[config.mk]
export PLATFORM = sky130hd
export DESIGN_NAME = bj_hand_ctrl
export DESIGN_NICKNAME = d
export VERILOG_FILES = /design/src/rtl/bj_pkg.sv /design/src/rtl/bj_hand_acc.sv /design/src/rtl/bj_hand_ctrl.sv
export SDC_FILE = /design/constraint.sdc
export NUM_CORES = 1
export LEC_CHECK = 0
export ABC_AREA = 0
export BUFFER_PORTS_ARGS = -buffer_cell sky130_fd_sc_hd__clkbuf_2
export CORE_MARGIN = 2
export CORE_UTILIZATION = 30
export CTS_BUF_LIST = sky130_fd_sc_hd__clkbuf_4 sky130_fd_sc_hd__clkbuf_8
export DETAILED_ROUTE_END_ITERATION = 8
export GPL_TIMING_DRIVEN = 0
export PLACE_DENSITY = 0.46
export SETUP_SLACK_MARGIN = 0.4
export SYNTH_ARGS = -nofsm -noshare
export SYNTH_HDL_FRONTEND = slang
export SYNTH_HIERARCHICAL = 1
export SYNTH_SLANG_ARGS = --single-unit
[constraint.sdc]
create_clock -name clk -period 4.1 [get_ports clk]
set_clock_uncertainty 0.2 [all_clocks]
set_input_delay 0.41 -clock clk [delete_from_list [all_inputs] [get_ports clk]]
set_output_delay 0.41 -clock clk [all_outputs]
set_load 0.02 [all_outputs]
[src/rtl/bj_pkg.sv]
// Shared types and card arithmetic for the blackjack hand controller.
package bj_pkg;

  typedef enum logic [2:0] {
    IDLE, DEAL, PLAYER, P_DRAW, DEALER, D_DRAW, DONE
  } state_t;

  typedef enum logic [1:0] {
    RES_NONE   = 2'd0,
    RES_PLAYER = 2'd1,
    RES_DEALER = 2'd2,
    RES_PUSH   = 2'd3
  } result_t;

  localparam logic [3:0] ACE      = 4'd1;
  localparam logic [3:0] FACE_MIN = 4'd11;
  localparam logic [4:0] BJ       = 5'd21;

  function automatic logic [4:0] card_value(input logic [3:0] rank);
    if (rank >= FACE_MIN) return 5'd10;
    return {1'b0, rank};
  endfunction

  // One ace counts as 11 only while that keeps the hand at or below 21.
  function automatic logic [4:0] best_score(input logic [4:0] hard, input logic ace);
    if (ace && hard <= 5'd11) return hard + 5'd10;
    return hard;
  endfunction

endpackage

[src/rtl/bj_hand_acc.sv]
// Single-hand accumulator: hard sum with aces as 1, plus a seen-an-ace flag.
module bj_hand_acc
  import bj_pkg::*;
(
  input  logic       clk,
  input  logic       rst,
  input  logic       clear,
  input  logic       load,
  input  logic [3:0] number,
  output logic [4:0] hard_sum,
  output logic       ace,
  output logic [4:0] score,
  output logic       bust
);

  // Worst case is 21 plus a ten-valued card, so 5 bits never wrap.
  always_ff @(posedge clk) begin
    if (rst || clear) begin
      hard_sum <= 5'd0;
      ace      <= 1'b0;
    end else if (load) begin
      hard_sum <= hard_sum + card_value(number);
      ace      <= ace | (number == ACE);
    end
  end

  always_comb begin
    score = best_score(hard_sum, ace);
    bust  = (hard_sum > BJ);
  end

endmodule

[src/rtl/bj_hand_ctrl.sv]
// Blackjack round sequencer: deals, runs player and dealer turns, scores the round.
//   state  | meaning
//   IDLE   | after reset, waiting for start
//   DEAL   | fetching P, D, P, D
//   PLAYER | waiting for hit or stand
//   P_DRAW | fetching one player card
//   DEALER | deciding whether the dealer draws
//   D_DRAW | fetching one dealer card
//   DONE   | round over, outcome held
module bj_hand_ctrl
  import bj_pkg::*;
#(
  parameter int unsigned DEALER_STAND = 17
) (
  input  logic       clk,
  input  logic       rst,
  input  logic       start,
  input  logic       hit,
  input  logic       stand,
  input  logic [3:0] number,
  input  logic [1:0] suits,
  input  logic       empty,
  output logic       pip,
  output logic [4:0] player_score,
  output logic [4:0] dealer_score,
  output logic [1:0] last_suit,
  output logic [1:0] result,
  output logic       abort,
  output logic       done
);

  localparam logic [4:0] STAND_SCORE = 5'(DEALER_STAND);

  state_t     state, state_nx;
  logic       phase;
  logic [1:0] deal_cnt;
  result_t    result_q, dealer_result;
  logic       abort_q;
  logic [1:0] suit_q;

  logic [4:0] p_hard, d_hard, sel_hard, hard_nx, score_nx;
  logic       p_ace, d_ace, p_bust, d_bust, ace_nx;
  logic       fetch, want_pip, starved, capture, card_ok, clear_hands;
  logic       to_player, p_load, d_load, dealer_draws;

  bj_hand_acc u_player (
    .clk(clk), .rst(rst), .clear(clear_hands), .load(p_load), .number(number),
    .hard_sum(p_hard), .ace(p_ace), .score(player_score), .bust(p_bust)
  );

  bj_hand_acc u_dealer (
    .clk(clk), .rst(rst), .clear(clear_hands), .load(d_load), .number(number),
    .hard_sum(d_hard), .ace(d_ace), .score(dealer_score), .bust(d_bust)
  );

  // phase=0: request slot, phase=1: capture slot of the same card.
  always_comb begin
    fetch       = (state == DEAL) || (state == P_DRAW) || (state == D_DRAW);
    want_pip    = fetch && !phase;
    starved     = want_pip && empty;
    capture     = fetch && phase;
    card_ok     = (number != 4'd0);
    clear_hands = start && ((state == IDLE) || (state == DONE));
    to_player   = (state == P_DRAW) || ((state == DEAL) && !deal_cnt[0]);
    p_load      = capture && card_ok && to_player;
    d_load      = capture && card_ok && !to_player;
    // Look ahead at the hand including the card being captured this cycle.
    sel_hard    = to_player ? p_hard : d_hard;
    hard_nx     = sel_hard + card_value(number);
    ace_nx      = (to_player ? p_ace : d_ace) | (number == ACE);
    score_nx    = best_score(hard_nx, ace_nx);
    dealer_draws = (dealer_score < STAND_SCORE);
    if (p_bust)                                      dealer_result = RES_DEALER;
    else if (d_bust || player_score > dealer_score)  dealer_result = RES_PLAYER;
    else if (dealer_score > player_score)            dealer_result = RES_DEALER;
    else                                             dealer_result = RES_PUSH;
  end

  always_ff @(posedge clk) begin
    if (rst) state <= IDLE;
    else     state <= state_nx;
  end

  always_comb begin
    state_nx = state;
    case (state)
      IDLE, DONE: if (start) state_nx = DEAL;
      DEAL: begin
        if (starved || (capture && !card_ok))  state_nx = DONE;
        else if (capture && deal_cnt == 2'd3)  state_nx = PLAYER;
      end
      PLAYER: begin
        if (hit)        state_nx = P_DRAW;
        else if (stand) state_nx = DEALER;
      end
      P_DRAW: begin
        if (starved || (capture && !card_ok)) state_nx = DONE;
        else if (capture) begin
          if (hard_nx > BJ)       state_nx = DONE;
          else if (score_nx == BJ) state_nx = DEALER;
          else                     state_nx = PLAYER;
        end
      end
      DEALER: state_nx = dealer_draws ? D_DRAW : DONE;
      D_DRAW: begin
        if (starved || (capture && !card_ok)) state_nx = DONE;
        else if (capture)                     state_nx = DEALER;
      end
      default: state_nx = IDLE;
    endcase
  end

  always_comb begin
    pip  = want_pip && !empty;
    done = (state == DONE);
  end

  always_ff @(posedge clk) begin
    if (rst || clear_hands) begin
      phase    <= 1'b0;
      deal_cnt <= 2'd0;
      result_q <= RES_NONE;
      abort_q  <= 1'b0;
      suit_q   <= 2'd0;
    end else begin
      if (pip)          phase <= 1'b1;
      else if (capture) phase <= 1'b0;
      if (capture && card_ok) suit_q <= suits;
      if (capture && card_ok && state == DEAL) deal_cnt <= deal_cnt + 2'd1;
      if (starved || (capture && !card_ok)) abort_q <= 1'b1;
      if (state == P_DRAW && capture && card_ok && hard_nx > BJ) result_q <= RES_DEALER;
      if (state == DEALER && !dealer_draws) result_q <= dealer_result;
    end
  end

  assign result    = result_q;
  assign abort     = abort_q;
  assign last_suit = suit_q;

endmodule

==> flow_summary.yaml <==
floorplan:
  floorplan.io_pins: 29
  num_rows: 32
  chipHeight_um: 92.6
  die_width_um: 92.6
  design.die.area_um2: 8570
  effective_utilization_at_floorplan_pct: 30.8
  core-area_um2: 7650
routing:
  detailedRoute.firstIterationViolations: 71
  drt-total-wl_um: 5820
  residual_antenna_violating_net_count_after_detailed_routing: 0
  firstDrtPassIters: 4
  wire_per_inst_um: 13.9
  route.vias.total: 2138
  drc: 0
  detail_route.vias_per_cell: 5.11
place:
  dp_hpwl_um: 4510
  dpl-instance-area_um2: 2620
  placed_cells_incl_taps: 414
  place.gp.congestion: 0.777
  pre_cts_setup_slack_ps: 679
  number_of_buffers_inserted_by_port_buffering: 28
synth:
  synth_top_family_by_area: "simple AND/OR/NAND/NOR gates"
  synth_compound_area_share_pct: 23.7
  synthDominantAreaCellType: "sky130_fd_sc_hd__dfxtp_1"
  synth-simple-area-share_pct: 25.2
  synth_ff_type: "sky130_fd_sc_hd__dfxtp_1"
  post_synth_instance_area_um2: 2350
  synth_edf_count: 0
  proportion_of_netlist_area_held_by_the_largest_area_contributor_pct: 19.6
  synthAdderAreaFrac_pct: 16.9
  netlist-cell-type-count: 58
  synth-xor-area-share_pct: 3.35
  yosys_register_bits: 23
  postSynth.asyncResetShare_pct: 0
  post_synth_inst_count: 284
  synth.top_cells.by_area: "sky130_fd_sc_hd__dfxtp_1, sky130_fd_sc_hd__ha_1, sky130_fd_sc_hd__mux2i_1"
  synth_seq_area_share_pct: 19.6
  synth_warnings: 6
  syn-mean-instance-area_um2: 8.28
  yosys-mux-area-fraction_pct: 4.84
  synth_nets: 326
worst_setup_path:
  crit-reg2reg-capture: "state[1]"
  cp_max_fo: 5
  setup.worst_path.end: "state[1]"
  crit-reg2reg-launch: "state[1]"
  regToRegSetupSlack_ps: 770
  arrival_ps: 3300
  worstPathRequired_ps: 4070
  crit_path_start: "state[1]"
  end_kind: "flop"
  reg2regPathDepth: 14
  criticalPathCategory: "reg2reg"
  worstSetupStartpointType: "flop"
power_and_ir_drop:
  post-layout-total-power_mw: 0.707
  switching_share_pct: 39.6
  worst_ir_drop_vdd_mv: 0.142
  p_switching_mw: 0.280
  sequentialPowerShare_pct: 35.3
  internal_power_mw: 0.427
  power_leakage_nw: 1.16
  share_clk_of_total_power_pct: 22.2
  power.density_nw_per_um2: 264
  power_frac_comb_pct: 42.5
cells_and_area:
  mostFrequentLayoutCell: "sky130_fd_sc_hd__clkbuf_2"
  post_layout_nonfiller_instances: 418
  post_layout_inst_area_um2: 2680
  finalNetCount: 359
  util_after_layout_pct: 35.0
  areaGrowthSynthToFinish_pct: 13.8
  antenna_cells_inserted: 0
  highest_count_cells_in_the_layout_ignoring_fill_and_taps: "sky130_fd_sc_hd__clkbuf_2, sky130_fd_sc_hd__ha_1, sky130_fd_sc_hd__nor2_1"
  drive_above_1_share_pct: 18.0
timing:
  final_report_setup_violation_count: 0
  report.final.hold_viol_count: 0
  setup_tns_ps: 0
  rsz0062_at_grt: "false"
  layout_min_cycle_time_ps: 3330
  finalCritPeriodShare_pct: 81.2
  max_freq_ghz: 0.300
  worst-slew-pin-transition_ps: 444
  slew_violations: 0
  final_setup_margin_ps: 771
  relSlewSlack_pct: 70.4
  holdWs_ps: 167
clock_network:
  clock_path_buffers: 2
  root_buffer: "sky130_fd_sc_hd__clkbuf_8"
  clock_tree_from_tritoncts: "done"
  htree_num_levels: 1
  cts_post_setup_buffers_inserted: 0
  tritoncts_buffers: 3
  clk_latency_ps: 280
  clkTransAtPathRegs_ps: 100
  cts.sinks: 23
global_routing:
  first_global_vias: 2050
  grt_start_max_net_pins: 17
  grt.total_usage_pct: 14.1
  grt_overflow_total: 0
  grt_pass1_wl_um: 9880
  number_of_antenna_violations_at_the_first_check_in_global_routing: 0
run:
  drv.max_cap_violation_count: 0
min_path:
  hp-class: "in2reg"
outcome:
  run_status: "completed"
[metal layers]
layer | part of all wire (%) | global-route usage [%]
met5 | 0 | 0
met3 | 4.1 | 2.36
met4 | 0.89 | 2.36
met1 | 48 | 19.5
met2 | 47 | 23.5
[power by group through the flow]
| stage | registers (mW) | logic (mW) | clock network, mW |
|---|---|---|---|
| floorplan | 0.254 | 0.230 | 0 |
| global placement | 0.255 | 0.301 | 0 |
| detailed placement | 0.255 | 0.300 | 0 |
| CTS | 0.250 | 0.302 | 0.167 |
| global route | 0.254 | 0.339 | 0.175 |
| finish | 0.250 | 0.301 | 0.157 |
[repair_timing]
item	CTS	global route
resized for setup	0	1
setup endpoints to repair	0	1
hold buffers	0	0
[state kept, by name, summed over array words and instances (netlist names)]
register / flops
phase: 1
state: 3
deal_cnt: 2
abort: 1
u_player/ace: 1
result: 2
u_dealer/ace: 1
u_dealer/hard_sum: 5
last_suit: 2
u_player/hard_sum: 5
[final cells by class]
cell class | count | area (um^2)
Tap cell | 102 | 128
Buffer | 15 | 85.1
Clock inverter | 1 | 7.51
Fill cell | 828 | 4970
Clock buffer | 3 | 41.3
Timing Repair Buffer | 28 | 140
Inverter | 18 | 67.6
Multi-Input combinational cell | 228 | 1750
Sequential cell | 23 | 460
[critical path, stage by stage (launching register included)]
cell	delay [ps]
sky130_fd_sc_hd__dfxtp_1	390
sky130_fd_sc_hd__nand2b_1	200
sky130_fd_sc_hd__and2_1	250
sky130_fd_sc_hd__nand2_1	80
sky130_fd_sc_hd__nand2_1	100
sky130_fd_sc_hd__ha_1	170
sky130_fd_sc_hd__inv_1	50
sky130_fd_sc_hd__fa_1	570
sky130_fd_sc_hd__inv_1	100
sky130_fd_sc_hd__ha_1	230
sky130_fd_sc_hd__a21oi_1	130
sky130_fd_sc_hd__a21oi_1	50
sky130_fd_sc_hd__o21ai_1	250
sky130_fd_sc_hd__nor4b_1	360
sky130_fd_sc_hd__o41ai_2	110
[cells by family (layout without fill, tap and decap cells)]
| family | after synthesis | in the layout |
|---|---|---|
| multiplexers | 11 | 11 |
| flip-flops | 23 | 23 |
| buffers and inverters | 33 | 65 |
| AO/OA/AOI/OAI | 80 | 80 |
| adder cells (fa/ha/maj) | 30 | 30 |
| AND/OR/NAND/NOR | 98 | 98 |
| XOR/XNOR | 9 | 9 |
[cell usage after synthesis (all sizes together) (2+ instances only)]
| library cell | instances |
|---|---|
| o31ai | 3 |
| or4 | 2 |
| o22ai | 3 |
| a311o | 2 |
| nor4b | 6 |
| a21oi | 18 |
| o21a | 3 |
| dfxtp | 23 |
| buf | 9 |
| nor2b | 7 |
| or3 | 2 |
| xor2 | 2 |
| o2111ai | 2 |
| nor3b | 2 |
| mux2i | 11 |
| nor2 | 24 |
| nand2b | 6 |
| a31oi | 2 |
| o21ai | 21 |
| and3 | 4 |
| a211o | 3 |
| and3b | 2 |
| o211ai | 2 |
| a21o | 6 |
| clkbuf | 6 |
| fa | 3 |
| ha | 27 |
| or2 | 4 |
| nand2 | 20 |
| or3b | 6 |
| inv | 18 |
| xnor2 | 7 |
| a2111o | 2 |
| nor3 | 5 |
| a211oi | 6 |
| and2 | 4 |
[worst min path at each step]
stage | start | endpoint | cells past startpoint
4_1_cts | suits[0] | last_suit[0] | 3
6_report | suits[1] | last_suit[1] | 3
3_5_place_dp | result[1] | result[1] | 1
3_3_place_gp | result[1] | result[1] | 1
2_1_floorplan | deal_cnt[1] | deal_cnt[1] | 2
5_1_grt | suits[1] | last_suit[1] | 3
Power figures use the tool's default switching activity.
